--- src/rtl/req_pend4.sv ---
// req_pend4: per-requester pending-request tracker that sits in front of a
// 4-input priority selector. Request pulses become saturating outstanding
// counts, each accepted grant retires one request and produces a registered
// issue strobe carrying the winning index.
module req_pend4 #(
    parameter int CNT_W = 3
) (
    input  logic                 clk,
    input  logic                 rst_n,
    input  logic [3:0]           req_pulse,
    input  logic                 ready,
    input  logic                 clr_err,
    input  logic [3:0]           gnt,
    output logic [3:0]           req,
    output logic                 en,
    output logic                 issue_valid,
    output logic [1:0]           issue_id,
    output logic [4*CNT_W-1:0]   pend_cnt,
    output logic [3:0]           overflow,
    output logic                 gnt_err
);

    localparam logic [CNT_W-1:0] CNT_MAX = '1;
    localparam logic [CNT_W-1:0] CNT_ONE = CNT_W'(1);

    logic       gnt_nonzero;
    logic       gnt_onehot;
    logic       gnt_hits_idle;
    logic       accept;
    logic       illegal;
    logic [1:0] gnt_idx;
    logic [3:0] ovf_set;

    logic       issue_valid_q, issue_valid_d;
    logic [1:0] issue_id_q, issue_id_d;
    logic [3:0] overflow_q, overflow_d;
    logic       gnt_err_q, gnt_err_d;

    // The selector sees the enable with zero latency.
    assign en = ready;

    // Classify the returned grant: accepted, illegal, or an idle zero grant.
    assign gnt_nonzero   = (gnt != 4'd0);
    assign gnt_onehot    = gnt_nonzero && ((gnt & (gnt - 4'd1)) == 4'd0);
    assign gnt_hits_idle = |(gnt & ~req);
    assign accept        = ready && gnt_onehot && !gnt_hits_idle;
    assign illegal       = (gnt_nonzero && !gnt_onehot)
                         || gnt_hits_idle
                         || (gnt_nonzero && !ready)
                         || (ready && !gnt_nonzero && (req != 4'd0));

    // Binary index of the one-hot grant; only meaningful when accepted.
    always_comb begin
        gnt_idx = 2'd0;
        unique casez (gnt)
            4'b1???: gnt_idx = 2'd3;
            4'b01??: gnt_idx = 2'd2;
            4'b001?: gnt_idx = 2'd1;
            default: gnt_idx = 2'd0;
        endcase
    end

    // One independent saturating up/down counter per requester.
    genvar gi;
    generate
        for (gi = 0; gi < 4; gi++) begin : g_cnt
            logic             inc;
            logic             dec;
            logic             at_max;
            logic [CNT_W-1:0] cnt_q;
            logic [CNT_W-1:0] cnt_d;

            assign inc         = req_pulse[gi];
            assign dec         = accept && gnt[gi];
            assign at_max      = (cnt_q == CNT_MAX);
            assign ovf_set[gi] = inc && !dec && at_max;

            // Next count: simultaneous pulse and grant cancel out.
            always_comb begin
                cnt_d = cnt_q;
                if (inc && !dec && !at_max) begin
                    cnt_d = cnt_q + CNT_ONE;
                end else if (!inc && dec && (cnt_q != '0)) begin
                    cnt_d = cnt_q - CNT_ONE;
                end
            end

            // Counter register; reset drops every outstanding request.
            always_ff @(posedge clk or negedge rst_n) begin
                if (!rst_n) begin
                    cnt_q <= '0;
                end else begin
                    cnt_q <= cnt_d;
                end
            end

            assign req[gi]                      = (cnt_q != '0);
            assign pend_cnt[gi*CNT_W +: CNT_W]  = cnt_q;
        end
    endgenerate

    // Issue strobe and sticky flags; a new error event beats a clear.
    always_comb begin
        issue_valid_d = accept;
        issue_id_d    = accept ? gnt_idx : issue_id_q;
        overflow_d    = ovf_set | (clr_err ? 4'd0 : overflow_q);
        gnt_err_d     = illegal || (gnt_err_q && !clr_err);
    end

    // Issue and flag registers.
    always_ff @(posedge clk or negedge rst_n) begin
        if (!rst_n) begin
            issue_valid_q <= 1'b0;
            issue_id_q    <= 2'd0;
            overflow_q    <= 4'd0;
            gnt_err_q     <= 1'b0;
        end else begin
            issue_valid_q <= issue_valid_d;
            issue_id_q    <= issue_id_d;
            overflow_q    <= overflow_d;
            gnt_err_q     <= gnt_err_d;
        end
    end

    assign issue_valid = issue_valid_q;
    assign issue_id    = issue_id_q;
    assign overflow    = overflow_q;
    assign gnt_err     = gnt_err_q;

endmodule

--- config.mk ---
export PLATFORM = sky130hd
export DESIGN_NAME = req_pend4
export DESIGN_NICKNAME = d
export VERILOG_FILES = /design/src/rtl/req_pend4.sv
export SDC_FILE = /design/constraint.sdc
export NUM_CORES = 1
export LEC_CHECK = 0
export CORE_ASPECT_RATIO = 1.5
export CORE_MARGIN = 3
export CORE_UTILIZATION = 54
export DETAILED_ROUTE_END_ITERATION = 16
export PLACE_DENSITY = 0.85
export SYNTH_ARGS = -nofsm -noshare
export SYNTH_HDL_FRONTEND = slang
export SYNTH_SLANG_ARGS = --single-unit
--- constraint.sdc ---
create_clock -name clk -period 8.4 [get_ports clk]
set_input_delay 1.26 -clock clk [delete_from_list [all_inputs] [get_ports clk]]
set_output_delay 1.26 -clock clk [all_outputs]
set_load 0.05 [all_outputs]
Word level (Yosys, flattened, before mapping):

Cells that the tools add are included.

* register bits after elaboration: 20
* bits of input ports: 12

* equal/unequal tests: 6
* reduce and logical (&&, ||, !) cells: 65
* bitwise gates (word level): 4
* muxes and demuxes: 10
* $add $sub $neg: 9

Operators with widths (count)
* logical AND 1 bit: 32
* two-way mux 3 bit: 8
* logical NOT 1 bit: 17
* adder 3 x 1 -> 3 bit, second input constant: 4
* equality test 3 bit, second input constant: 4
* nonzero test 3 bit: 4
* subtractor 3 x 1 -> 3 bit, second input constant: 4
* bitwise AND 4 bit: 2
* nonzero test 2 bit: 4
* nonzero test 4 bit: 2
* case mux 2 bit (3 select lines): 1
* logical NOT 4 bit: 1
* logical OR 1 bit: 4
* two-way mux 4 bit: 1
* NOT 4 bit: 1
* bitwise OR 4 bit: 1
* OR reduction 4 bit: 1
* subtractor 4 x 1 -> 4 bit, second input constant: 1
* equality test 3 x 1 -> 1 bit, second input constant: 1
* equality test 2 x 1 -> 1 bit, second input constant: 1

Logic depth before layout (Yosys ltp):

Gate-level depths: netlist of the first run.

* depth in word-level cells: 11
* depth in mapped cells: 12
* gate-level depth less buffers: 10

Worst setup path before layout of the first run:

No wires, ideal clock.

* kind: input port to flip-flop
* from: input gnt[3]
* to: register g_cnt[3].cnt_q[1]
* slack: 4831 ps
* setup time: 111 ps
* stages on the path: 11
* data arrival time: 3458 ps
* buffers on the path: 2
* required time: 8289 ps
* cell sequence: buf_2 > xor2_1 > o211a_4 > o211ai_1 > buf_2 > nand3_1 > fa_1 > nor2_1 > nand2_1 > o21ai_1 > a2111oi_2

* word-level cells in the longest chain between the ends: 11

RTL lines
* start, declared: line 13 `input logic [3:0] gnt,`
* subtractor 4 x 1 -> 4 bit: line 44 `assign gnt_onehot = gnt_nonzero && ((gnt & (gnt - 4'd1)) == 4'd0);`
* bitwise AND 4 bit: line 44
* logical NOT 4 bit: line 44
* logical AND 1 bit: line 44
* logical AND 1 bit (2 in series): line 46 `assign accept = ready && gnt_onehot && !gnt_hits_idle;`
* logical AND 1 bit *: line 74 `assign dec = accept && gnt[gi];`
* logical NOT 1 bit *: line 81 `if (inc && !dec && !at_max) begin`
* logical AND 1 bit * (2 in series): line 81
* two-way mux 3 bit *: line 81
* net g_cnt[3].cnt_d[1]: line 71 `logic [CNT_W-1:0] cnt_d;`
* end signal, assigned: line 93 `cnt_q <= cnt_d;`
* end, declared: line 70 `logic [CNT_W-1:0] cnt_q;`

Mark *: on every way through the listed nets, which the timed path passes. The rest lies on a longest branch.
A chain may end at the register's enable or synchronous reset.

Worst setup path in the final report of the first run:

* from: input gnt[2]
* to: register g_cnt[3].cnt_q[1]

* word-level cells in the longest chain between the ends: 11

RTL lines (line)
* subtractor 4 x 1 -> 4 bit: 44
* bitwise AND 4 bit: 44
* logical NOT 4 bit: 44
* logical AND 1 bit: 44
* logical AND 1 bit: 46
* logical AND 1 bit *: 46
* logical AND 1 bit *: 74
* logical NOT 1 bit *: 81
* logical AND 1 bit * (2 in series): 81
* two-way mux 3 bit *: 81
* net g_cnt[3].cnt_d[1]: 71

Marks and branches as above.

==> impl_metrics.sql, run 1 <==
INSERT INTO impl_metrics (metric_group, metric, value, unit) VALUES
('worst_setup_path', 'timing.setup.critical_path_class', 'input pin to register', ''),
('hold_path', 'hold-path-cell-count', '2', ''),
('global_route', 'grt_max_degree', '21', ''),
('hold_path', 'min_from', 'issue_id[1]', ''),
('global_route', 'first_global_vias', '1530', ''),
('floorplan', 'start_util', '57.94', '%'),
('worst_setup_path', 'crit_path_start_kind', 'input pin', ''),
('place', 'hpwl', '3137', 'µm'),
('clock_tree', 'cts_setup_buffers', '0', ''),
('clock_tree', 'ctsLongestPathBuffers', '2', ''),
('detailed_routing', 'via_count', '1644', ''),
('yosys', 'synth_top_flop_cell', 'dfrtp_1', ''),
('detailed_routing', 'ant_nets', '0', ''),
('detailed_routing', 'finalWirelength', '4165', 'µm'),
('yosys', 'synthesis.yosys.warnings', '0', ''),
('clock_tree', 'number_of_buffers_inserted_during_clock_tree_synthesis', '3', ''),
('timing', 'fin_skew', '6.520', 'ps'),
('clock_tree', 'ctsRootBufferMaster', 'clkbuf_8', ''),
('detailed_routing', 'post-route-drc-count', '0', ''),
('yosys', 'postSynthRegisterBits', '20', ''),
('clock_tree', 'clk_pin_slew_worst_paths', '70', 'ps'),
('yosys', 'number_of_cells_produced_by_synthesis', '192', ''),
('floorplan', 'core_region', '2734', 'µm²'),
('yosys', 'synth_seq_area_share', '31.60', '%'),
('yosys', 'post_synth_num_cell_types', '52', ''),
('job', 'max-cap-violations', '0', ''),
('global_route', 'grt.overflow.total', '0', ''),
('worst_setup_path', 'worst-r2r-cell-count', '9', ''),
('yosys', 'synth_area_per_cell', '8.250', 'µm²'),
('global_route', 'grt_usage', '24.25', '%'),
('floorplan', 'y_dimension_of_the_die', '72.33', 'µm'),
('worst_setup_path', 'crit_path_max_fanout', '13', ''),
('timing', 'finalHoldViolations', '0', ''),
('clock_tree', 'cts.sinks', '20', ''),
('floorplan', 'die-area', '3632', 'µm²'),
('timing', 'fmax', '224.6', 'MHz'),
('detailed_routing', 'via_per_inst', '6.472', ''),
('timing', 'timing_max_transition_violations_final', '0', ''),
('worst_setup_path', 'timing.rr.end', 'g_cnt[3].cnt_q[1]', ''),
('finish', 'final_net_count', '235', ''),
('power', 'powerDensity', '423.4', 'nW/µm²'),
('finish', 'filler_cells', '225', ''),
('timing', 'setup-tns-final', '0', 'ps'),
('floorplan', 'die_width', '50.22', 'µm'),
('hold_path', 'worstHoldPathType', 'register to register', ''),
('timing', 'max_slew_margin', '38.77', '%'),
('detailed_routing', 'wire_per_inst', '16.40', 'µm'),
('global_route', 'grt_pass1_wl', '6927', 'µm'),
('timing', 'fin_crit_sh', '53.01', '%'),
('detailed_routing', 'drtIter0Drc', '74', ''),
('clock_tree', 'clock_tree.htree_level_count', '1', ''),
('finish', 'post_route_cells_drive_above_1_share', '7.373', '%'),
('timing', 'layout_min_cycle_time', '4453', 'ps'),
('yosys', 'async_flop_share', '100.0', '%'),
('clock_tree', 'worst_skew_pair.late_latency', '260', 'ps'),
('yosys', 'synth-edff-count', '0', ''),
('worst_setup_path', 'r2r_setup_slk', '4970', 'ps'),
('floorplan', 'i_o_pins', '37', ''),
('run_status', 'status', 'complete, no violations', ''),
('yosys', 'syn_nets', '208', ''),
('yosys', 'netlist_area_before_placement', '1584', 'µm²'),
('worst_setup_path', 'worstReg2RegStart', 'g_cnt[1].cnt_q[0]', ''),
('timing', 'worst-slew-pin-transition', '914.4', 'ps'),
('global_route', 'antenna_found_initial', '0', ''),
('place', 'finalWeightedCongestion', '0.8076', ''),
('power', 'leakagePower', '0.7607', 'nW'),
('worst_setup_path', 'worst_setup_path_end_kind', 'register', ''),
('detailed_routing', 'drt_first_pass_iters', '7', ''),
('clock_tree', 'postCtsResizedCells', '0', ''),
('power', 'ir_worst_vdd', '0.0002444', 'V'),
('timing', 'setup_viol', '0', ''),
('floorplan', 'fp-row-count', '23', ''),
('timing', 'rsz_0062_raised_after_global_routing', 'no', ''),
('clock_tree', 'post_cts_hold_buffer_count', '0', ''),
('finish', 'area_growth_syn_to_layout', '24.25', '%'),
('power', 'total_power', '0.8334', 'mW'),
('worst_setup_path', 'timing.critical_path.arrival', '4600', 'ps'),
('clock_tree', 'cts_tree', 'yes', ''),
('worst_setup_path', 'cp_data_required_time', '8550', 'ps'),
('finish', 'diodes', '0', ''),
('hold_path', 'holdPathEnd', 'issue_id[1]', ''),
('place', 'placement.io_buffers', '36', '');
==> critical path: stages <==
cell and delay (ps):
clkdlybuf4s50_1 700, o21ai_0 240, o211a_4 220, o211ai_1 750
nand3_1 200, fa_1 590, nor2_1 60, nand2_1 80
o21ai_1 100, a2111oi_2 390
==> state kept, by name, indices dropped and copies added (netlist names) <==
register	cells
issue_id	2
gnt_err	1
g_cnt.cnt_q	12
issue_valid	1
overflow	4
==> worst max path at each step <==
stage	startpoint	endpoint	slack, ps	cells after the start
after floorplan	gnt[3]	g_cnt[3].cnt_q[1]	4830	11
after global placement	gnt[2]	g_cnt[3].cnt_q[1]	4010	10
after detailed placement	gnt[2]	g_cnt[3].cnt_q[1]	3770	10
after CTS	gnt[2]	g_cnt[3].cnt_q[1]	4020	10
after global routing	gnt[2]	g_cnt[3].cnt_q[1]	3700	10
final	gnt[2]	g_cnt[3].cnt_q[1]	3950	10
==> metrics by stage <==
stage / util [%] / worst slack [ps] / hold WS [ps] / cells / area, µm²
floorplan: - / 4831 / 759.1 / 192 / 1584
global placement: 70.48 / 4015 / 470.3 / 251 / 1927
detailed placement: 70.48 / 3766 / 483.1 / 251 / 1927
CTS: 71.99 / 4015 / 500.1 / 254 / 1968
global route: 71.99 / 3701 / 518.6 / 254 / 1968
finish: 71.99 / 3947 / 493.0 / 254 / 1968
==> cell families after synthesis <==
group,after synthesis,synth area share [%]
AO/OA/AOI/OAI,61,28.12
XOR/XNOR,2,1.106
adder cells (fa/ha/maj),4,5.055
buffers and inverters,24,6.398
flip-flops,20,31.60
multiplexers,2,1.343
AND/OR/NAND/NOR,79,26.38
==> layout by cell type (no fill, tap or decap), drive strengths merged, types with 2 or more instances in the layout <==
cell type and n:
dfrtp 20, and3 2, nand2b 3, and3b 2, nor2 17, inv 10, o21ai 12, a31oi 3
clkbuf 3, fa 4, nor3 9, a21oi 11, clkdlybuf4s50 36, or3 4, o22ai 10, or2 3
nor2b 2, a211oi 4, o211ai 4, a41oi 3, nand3 16, nand2 15
==> final cells by class <==
cell class                 instances  area, µm²  area share, %
clock buffer                       3      41.29          2.098
sequential                        20      500.5          25.43
tap                               37      46.29          2.352
timing repair buffer              36      360.3          18.31
inverter                          10      37.54          1.907
multi-input combinational        148      982.2          49.90
==> cell usage after synthesis, types with 3 or more instances <==
cell	instances	share of area, %
a31oi_1	3	1.2
a41oi_1	3	1.7
nand3_1	15	4.7
dfrtp_1	20	32
or3_1	4	1.6
clkbuf_1	6	1.4
fa_1	4	5.1
nand2_1	15	3.6
o22ai_1	10	3.9
a211oi_1	3	1.4
o21ai_0	11	3.5
o211ai_1	4	1.9
nand2b_1	3	1.2
nor2_1	17	4.0
or2_2	3	1.2
nor3_1	8	2.5
a21oi_1	11	3.5
inv_1	10	2.4
buf_2	6	1.9
==> routing by layer <==
metal  global-route usage, %  routed length [µm]  vias to the layer above
met5                       0                   0                        -
met4                   9.846                 120                        0
met1                   28.97                1640                      781
li1                        -                   -                      767
met2                   42.44                2173                       79
met3                   4.107                 231                       17
==> power breakdown <==
part	leakage [nW]	switching [mW]	internal (mW)
Sequential	0.241	0.0876	0.138
Clock	0.0216	0.0312	0.0320
Combinational	0.498	0.338	0.207
Total	0.761	0.457	0.377
Note: power is estimated with default switching activity, not from simulation.
==> run 2, diff against run 1 <==
- CORE_UTILIZATION: 54 -> 45
- PLACE_DENSITY: 0.85 -> 0.76
- clock period: 8.4 -> 3.62 ns (I/O delays scaled with it)
==> run 2 against run 1 <==
  * Setup slack lost 3400 ps
  * Cell area increased by 0.95%
  * Sequential power grew 130%
  * Cell count increased by 2.0%
  * Clock power increased by 130%
==> impl_metrics.sql, run 2 (same netlist as run 1, synthesis figures left out) <==
INSERT INTO impl_metrics (metric_group, metric, value, unit) VALUES
('floorplan', 'core_region', '3253', 'µm²'),
('timing', 'holdWs', '505.5', 'ps'),
('timing', 'max_slew_margin', '38.85', '%'),
('finish', 'footprint_of_the_multi_input_gates', '982.2', 'µm²'),
('timing', 'fmax', '322.3', 'MHz'),
('power', 'total_power', '1.910', 'mW'),
('finish', 'filler_cells', '317', ''),
('finish', 'registers.top_by_ff_count', 'g_cnt.cnt_q', ''),
('floorplan', 'die-area', '4283', 'µm²'),
('detailed_routing', 'finalWirelength', '3849', 'µm'),
('timing', 'worst_slack', '517.0', 'ps'),
('place', 'place_inst', '256', ''),
('global_route', 'antenna_found_initial', '0', ''),
('place', 'placement.io_buffers', '36', ''),
('clock_tree', 'cts.sinks', '20', ''),
('worst_setup_path', 'crit_path_max_fanout', '10', ''),
('clock_tree', 'ctsLongestPathBuffers', '2', ''),
('finish', 'final_area', '1987', 'µm²'),
('finish', 'final_net_count', '237', ''),
('power', 'powerDensity', '961.1', 'nW/µm²'),
('floorplan', 'y_dimension_of_the_die', '78.67', 'µm'),
('detailed_routing', 'ant_nets', '0', ''),
('clock_tree', 'postCtsResizedCells', '0', ''),
('clock_tree', 'clock_tree.htree_level_count', '1', ''),
('detailed_routing', 'via_count', '1584', ''),
('finish', 'area_growth_syn_to_layout', '25.43', '%'),
('finish', 'postLayoutCoreUtil', '61.08', '%'),
('finish', 'leading_cell_type_in_the_layout_fill_and_taps_excluded', 'clkdlybuf4s50_1', ''),
('floorplan', 'die_width', '54.44', 'µm'),
('timing', 'worst-slew-pin-transition', '914.5', 'ps'),
('worst_setup_path', 'timing.setup.critical_path_class', 'input pin to register', ''),
('timing', 'rsz_0062_raised_after_global_routing', 'no', ''),
('finish', 'post_route_cells_drive_above_1_share', '8.219', '%'),
('detailed_routing', 'via_per_inst', '6.116', ''),
('clock_tree', 'cts_tree', 'yes', ''),
('timing', 'layout_min_cycle_time', '3103', 'ps'),
('timing', 'fin_skew', '1.028', 'ps'),
('power', 'ir_worst_vdd', '0.0006922', 'V'),
('clock_tree', 'clk_pin_slew_worst_paths', '70', 'ps'),
('place', 'placedInstanceArea', '1946', 'µm²'),
('global_route', 'grt_usage', '20.02', '%'),
('clock_tree', 'post_cts_hold_buffer_count', '0', ''),
('global_route', 'grt.overflow.total', '0', ''),
('power', 'leakagePower', '0.7697', 'nW'),
('clock_tree', 'number_of_buffers_inserted_during_clock_tree_synthesis', '3', ''),
('clock_tree', 'cts_setup_buffers', '0', ''),
('global_route', 'first_global_vias', '1480', ''),
('floorplan', 'start_util', '48.69', '%'),
('floorplan', 'fp-row-count', '25', ''),
('timing', 'timing_max_transition_violations_final', '0', ''),
('timing', 'setup_viol', '0', ''),
('finish', 'final_cells', '259', ''),
('hold_path', 'worstHoldPathType', 'register to register', ''),
('floorplan', 'i_o_pins', '37', ''),
('detailed_routing', 'post-route-drc-count', '0', ''),
('global_route', 'grt_max_degree', '21', ''),
('timing', 'setup-tns-final', '0', 'ps'),
('detailed_routing', 'drtIter0Drc', '37', ''),
('job', 'max-cap-violations', '0', ''),
('global_route', 'grt_pass1_wl', '6617', 'µm'),
('finish', 'diodes', '0', ''),
('finish', 'seqCellArea', '500.5', 'µm²'),
('timing', 'finalHoldViolations', '0', ''),
('place', 'finalWeightedCongestion', '0.7700', ''),
('run_status', 'status', 'complete, no violations', ''),
('worst_setup_path', 'crit_path_start_kind', 'input pin', ''),
('timing', 'fin_crit_sh', '85.72', '%'),
('finish', 'max_reg_flops', '12', ''),
('worst_setup_path', 'cp_data_required_time', '3790', 'ps'),
('clock_tree', 'ctsRootBufferMaster', 'clkbuf_8', ''),
('finish', 'layout.cells.most_common_list', 'clkdlybuf4s50_1, dfrtp_1, nor2_1', ''),
('detailed_routing', 'wire_per_inst', '14.86', 'µm'),
('worst_setup_path', 'timing.critical_path.arrival', '3280', 'ps'),
('clock_tree', 'worst_skew_pair.late_latency', '250', 'ps'),
('place', 'dp_worst_setup_slack', '252.7', 'ps'),
('place', 'hpwl', '2846', 'µm'),
('worst_setup_path', 'worst_setup_path_end_kind', 'register', ''),
('detailed_routing', 'drt_first_pass_iters', '4', '');
==> run 2: cell count changes in the layout (fill, tap and decap cells not counted) <==
| cell | before | now |
|---|---|---|
| buf_4 | 0 | 2 |
==> run 2: layout make-up <==
type / instances / share of cell area [%]
repair buffers: 38 / 18.89
clock buffers: 3 / 2.078
inverters: 10 / 1.889
multi-input cells: 148 / 49.43
flip-flops and latches: 20 / 25.19
well taps: 40 / 2.519
==> run 2: power by group <==
part	leakage, nW	switching (mW)	internal (mW)
clock	0.0216	0.0679	0.0739
combinational	0.507	0.758	0.483
sequential	0.241	0.208	0.319
==> run 2: path summary, 6_finish.rpt <==
kind                                     endpoint  slack (ps)  depth (start not counted)         startpoint
worst min register to register        issue_id[1]         510                          2        issue_id[1]
max in group asynchronous       g_cnt[3].cnt_q[2]        2260                          1              rst_n
min in group asynchronous       g_cnt[0].cnt_q[2]         800                          1              rst_n
worst max-delay path            g_cnt[0].cnt_q[2]         520                          9             gnt[3]
worst min-delay path                  issue_id[1]         510                          2        issue_id[1]
worst max register to register  g_cnt[2].cnt_q[2]         810                          8  g_cnt[2].cnt_q[0]
==> run 2: critical path, stage by stage <==
cell,delay (ps)
clkdlybuf4s50_1,680
xor2_1,160
o211a_4,280
o2111ai_4,310
nand3_1,140
fa_1,440
or3_1,350
and3b_1,190
a211oi_2,180
==> run 2: layer usage <==
layer / vias to the layer above / global-route usage, % / wire length, µm
met5: - / 0 / 0
met4: 0 / 7.980 / 25
met3: 4 / 3.036 / 198
met2: 50 / 31.53 / 2010
met1: 757 / 26.66 / 1614
li1: 773 / - / -
==> run 3, diff against run 2 <==
- CORE_MARGIN: 3 -> 8
==> run 3 against run 2 <==
  * Register-to-register slack hardly changed
  * Sequential power barely moved
  * Sequential cell count unchanged
  * Largest cell class unchanged
  * Largest power group unchanged
  * Highest routed layer unchanged
==> impl_metrics.sql, run 3 (same netlist as run 1, synthesis figures left out) <==
INSERT INTO impl_metrics (metric_group, metric, value, unit) VALUES
('run_status', 'status', 'complete, no violations', ''),
('floorplan', 'y_dimension_of_the_die', '88.67', 'µm'),
('timing', 'holdWs', '480.6', 'ps'),
('detailed_routing', 'post-route-drc-count', '0', ''),
('timing', 'timing_max_transition_violations_final', '0', ''),
('timing', 'layout_min_cycle_time', '3072', 'ps'),
('finish', 'seqCellArea', '500.5', 'µm²'),
('floorplan', 'i_o_pins', '37', ''),
('clock_tree', 'clk_pin_slew_worst_paths', '80', 'ps'),
('timing', 'finalHoldViolations', '0', ''),
('finish', 'filler_cells', '327', ''),
('clock_tree', 'ctsLongestPathBuffers', '2', ''),
('finish', 'final_net_count', '237', ''),
('global_route', 'grt.overflow.total', '0', ''),
('global_route', 'first_global_vias', '1447', ''),
('detailed_routing', 'drt_first_pass_iters', '4', ''),
('global_route', 'antenna_found_initial', '0', ''),
('floorplan', 'start_util', '46.82', '%'),
('finish', 'max_reg_flops', '12', ''),
('finish', 'registers.top_by_ff_count', 'g_cnt.cnt_q', ''),
('power', 'leakagePower', '0.7697', 'nW'),
('finish', 'post_route_cells_drive_above_1_share', '8.219', '%'),
('worst_setup_path', 'cp_data_required_time', '3810', 'ps'),
('timing', 'fin_crit_sh', '84.85', '%'),
('finish', 'diodes', '0', ''),
('clock_tree', 'worst_skew_pair.late_latency', '260', 'ps'),
('worst_setup_path', 'timing.setup.critical_path_class', 'input pin to register', ''),
('global_route', 'grt_usage', '13.91', '%'),
('timing', 'setup-tns-final', '0', 'ps'),
('floorplan', 'die_width', '64.44', 'µm'),
('timing', 'fin_skew', '2.652', 'ps'),
('floorplan', 'die-area', '5714', 'µm²'),
('finish', 'area_growth_syn_to_layout', '25.59', '%'),
('place', 'place_inst', '258', ''),
('detailed_routing', 'drtIter0Drc', '27', ''),
('detailed_routing', 'ant_nets', '0', ''),
('finish', 'layout.cells.most_common_list', 'clkdlybuf4s50_1, dfrtp_1, nor2_1', ''),
('clock_tree', 'ctsRootBufferMaster', 'clkbuf_8', ''),
('worst_setup_path', 'worstReg2RegStart', 'g_cnt[2].cnt_q[0]', ''),
('worst_setup_path', 'timing.critical_path.arrival', '3260', 'ps'),
('finish', 'final_area', '1989', 'µm²'),
('job', 'max-cap-violations', '0', ''),
('timing', 'worst_slack', '548.5', 'ps'),
('hold_path', 'min_from', 'issue_id[0]', ''),
('power', 'powerDensity', '959.3', 'nW/µm²'),
('clock_tree', 'post_cts_hold_buffer_count', '0', ''),
('finish', 'leading_cell_type_in_the_layout_fill_and_taps_excluded', 'clkdlybuf4s50_1', ''),
('clock_tree', 'cts_setup_buffers', '0', ''),
('place', 'finalWeightedCongestion', '0.8057', ''),
('detailed_routing', 'via_count', '1550', ''),
('global_route', 'grt_pass1_wl', '6561', 'µm'),
('floorplan', 'fp-row-count', '26', ''),
('clock_tree', 'cts_tree', 'yes', ''),
('floorplan', 'core_region', '3383', 'µm²'),
('power', 'ir_worst_vdd', '0.0006146', 'V'),
('timing', 'rsz_0062_raised_after_global_routing', 'no', ''),
('place', 'dp_worst_setup_slack', '292.9', 'ps'),
('timing', 'setup_viol', '0', ''),
('timing', 'fmax', '325.6', 'MHz'),
('place', 'hpwl', '2857', 'µm'),
('detailed_routing', 'via_per_inst', '5.939', ''),
('hold_path', 'worstHoldPathType', 'register to register', ''),
('timing', 'worst-slew-pin-transition', '953.7', 'ps'),
('worst_setup_path', 'worst_setup_path_startpoint', 'gnt[3]', ''),
('place', 'placedInstanceArea', '1948', 'µm²'),
('global_route', 'grt_max_degree', '21', ''),
('worst_setup_path', 'crit_path_start_kind', 'input pin', ''),
('detailed_routing', 'wire_per_inst', '15.00', 'µm'),
('clock_tree', 'cts.sinks', '20', ''),
('finish', 'final_cells', '261', ''),
('worst_setup_path', 'crit_path_max_fanout', '10', ''),
('timing', 'max_slew_margin', '36.22', '%'),
('place', 'placement.io_buffers', '36', ''),
('detailed_routing', 'finalWirelength', '3916', 'µm'),
('finish', 'footprint_of_the_multi_input_gates', '982.2', 'µm²'),
('clock_tree', 'number_of_buffers_inserted_during_clock_tree_synthesis', '3', ''),
('clock_tree', 'clock_tree.htree_level_count', '1', ''),
('worst_setup_path', 'worst_setup_path_end_kind', 'register', ''),
('worst_setup_path', 'r2r_setup_slk', '810', 'ps'),
('clock_tree', 'postCtsResizedCells', '0', '');
## run 3: cell counts in the layout (fill, tap and decap cells not counted)
No cell type changed its count.
## run 3: metal layers
layer | track usage (%) | up-vias | routed length (µm)
li1 | - | 767 | -
met1 | 17.24 | 735 | 1800
met2 | 22.32 | 43 | 1821
met3 | 2.915 | 5 | 238
met4 | 6.773 | 0 | 55
met5 | 0 | - | 0
## run 3: metrics by stage
stage | total power, mW | util [%]
2_1_floorplan | 1.407 | -
3_3_place_gp | 1.744 | 57.58
3_5_place_dp | 1.763 | 57.58
4_1_cts | 1.920 | 58.80
5_1_grt | 2.051 | 58.80
6_report | 1.908 | 58.80
## run 3: worst max-delay path, stage by stage
cell and delay (ps):
clkdlybuf4s50_1 670, xor2_1 160, o211a_4 280, o2111ai_4 300
nand3_1 140, fa_1 440, or3_1 360, and3b_1 190
a211oi_2 170
## run 3: final cells by class
class	instances	share of cell area, %
clock buffers	3	2.075
inverters	10	1.887
multi-input cells	148	49.37
flip-flops and latches	20	25.16
well taps	42	2.642
repair buffers	38	18.87
## run 3: final timing paths
kind                                      to  cells after the start
setup / recovery           g_cnt[0].cnt_q[2]                      9
hold / removal                   issue_id[0]                      2
setup reg to reg           g_cnt[2].cnt_q[2]                      8
hold reg to reg                  issue_id[0]                      2
max in group asynchronous  g_cnt[2].cnt_q[2]                      1
min in group asynchronous        issue_id[0]                      1
## run 3: power breakdown
| group | total, mW | switching, mW | internal, mW |
|---|---|---|---|
| clock network | 0.154 | 0.0792 | 0.0744 |
| logic | 1.23 | 0.749 | 0.482 |
| registers | 0.524 | 0.205 | 0.319 |
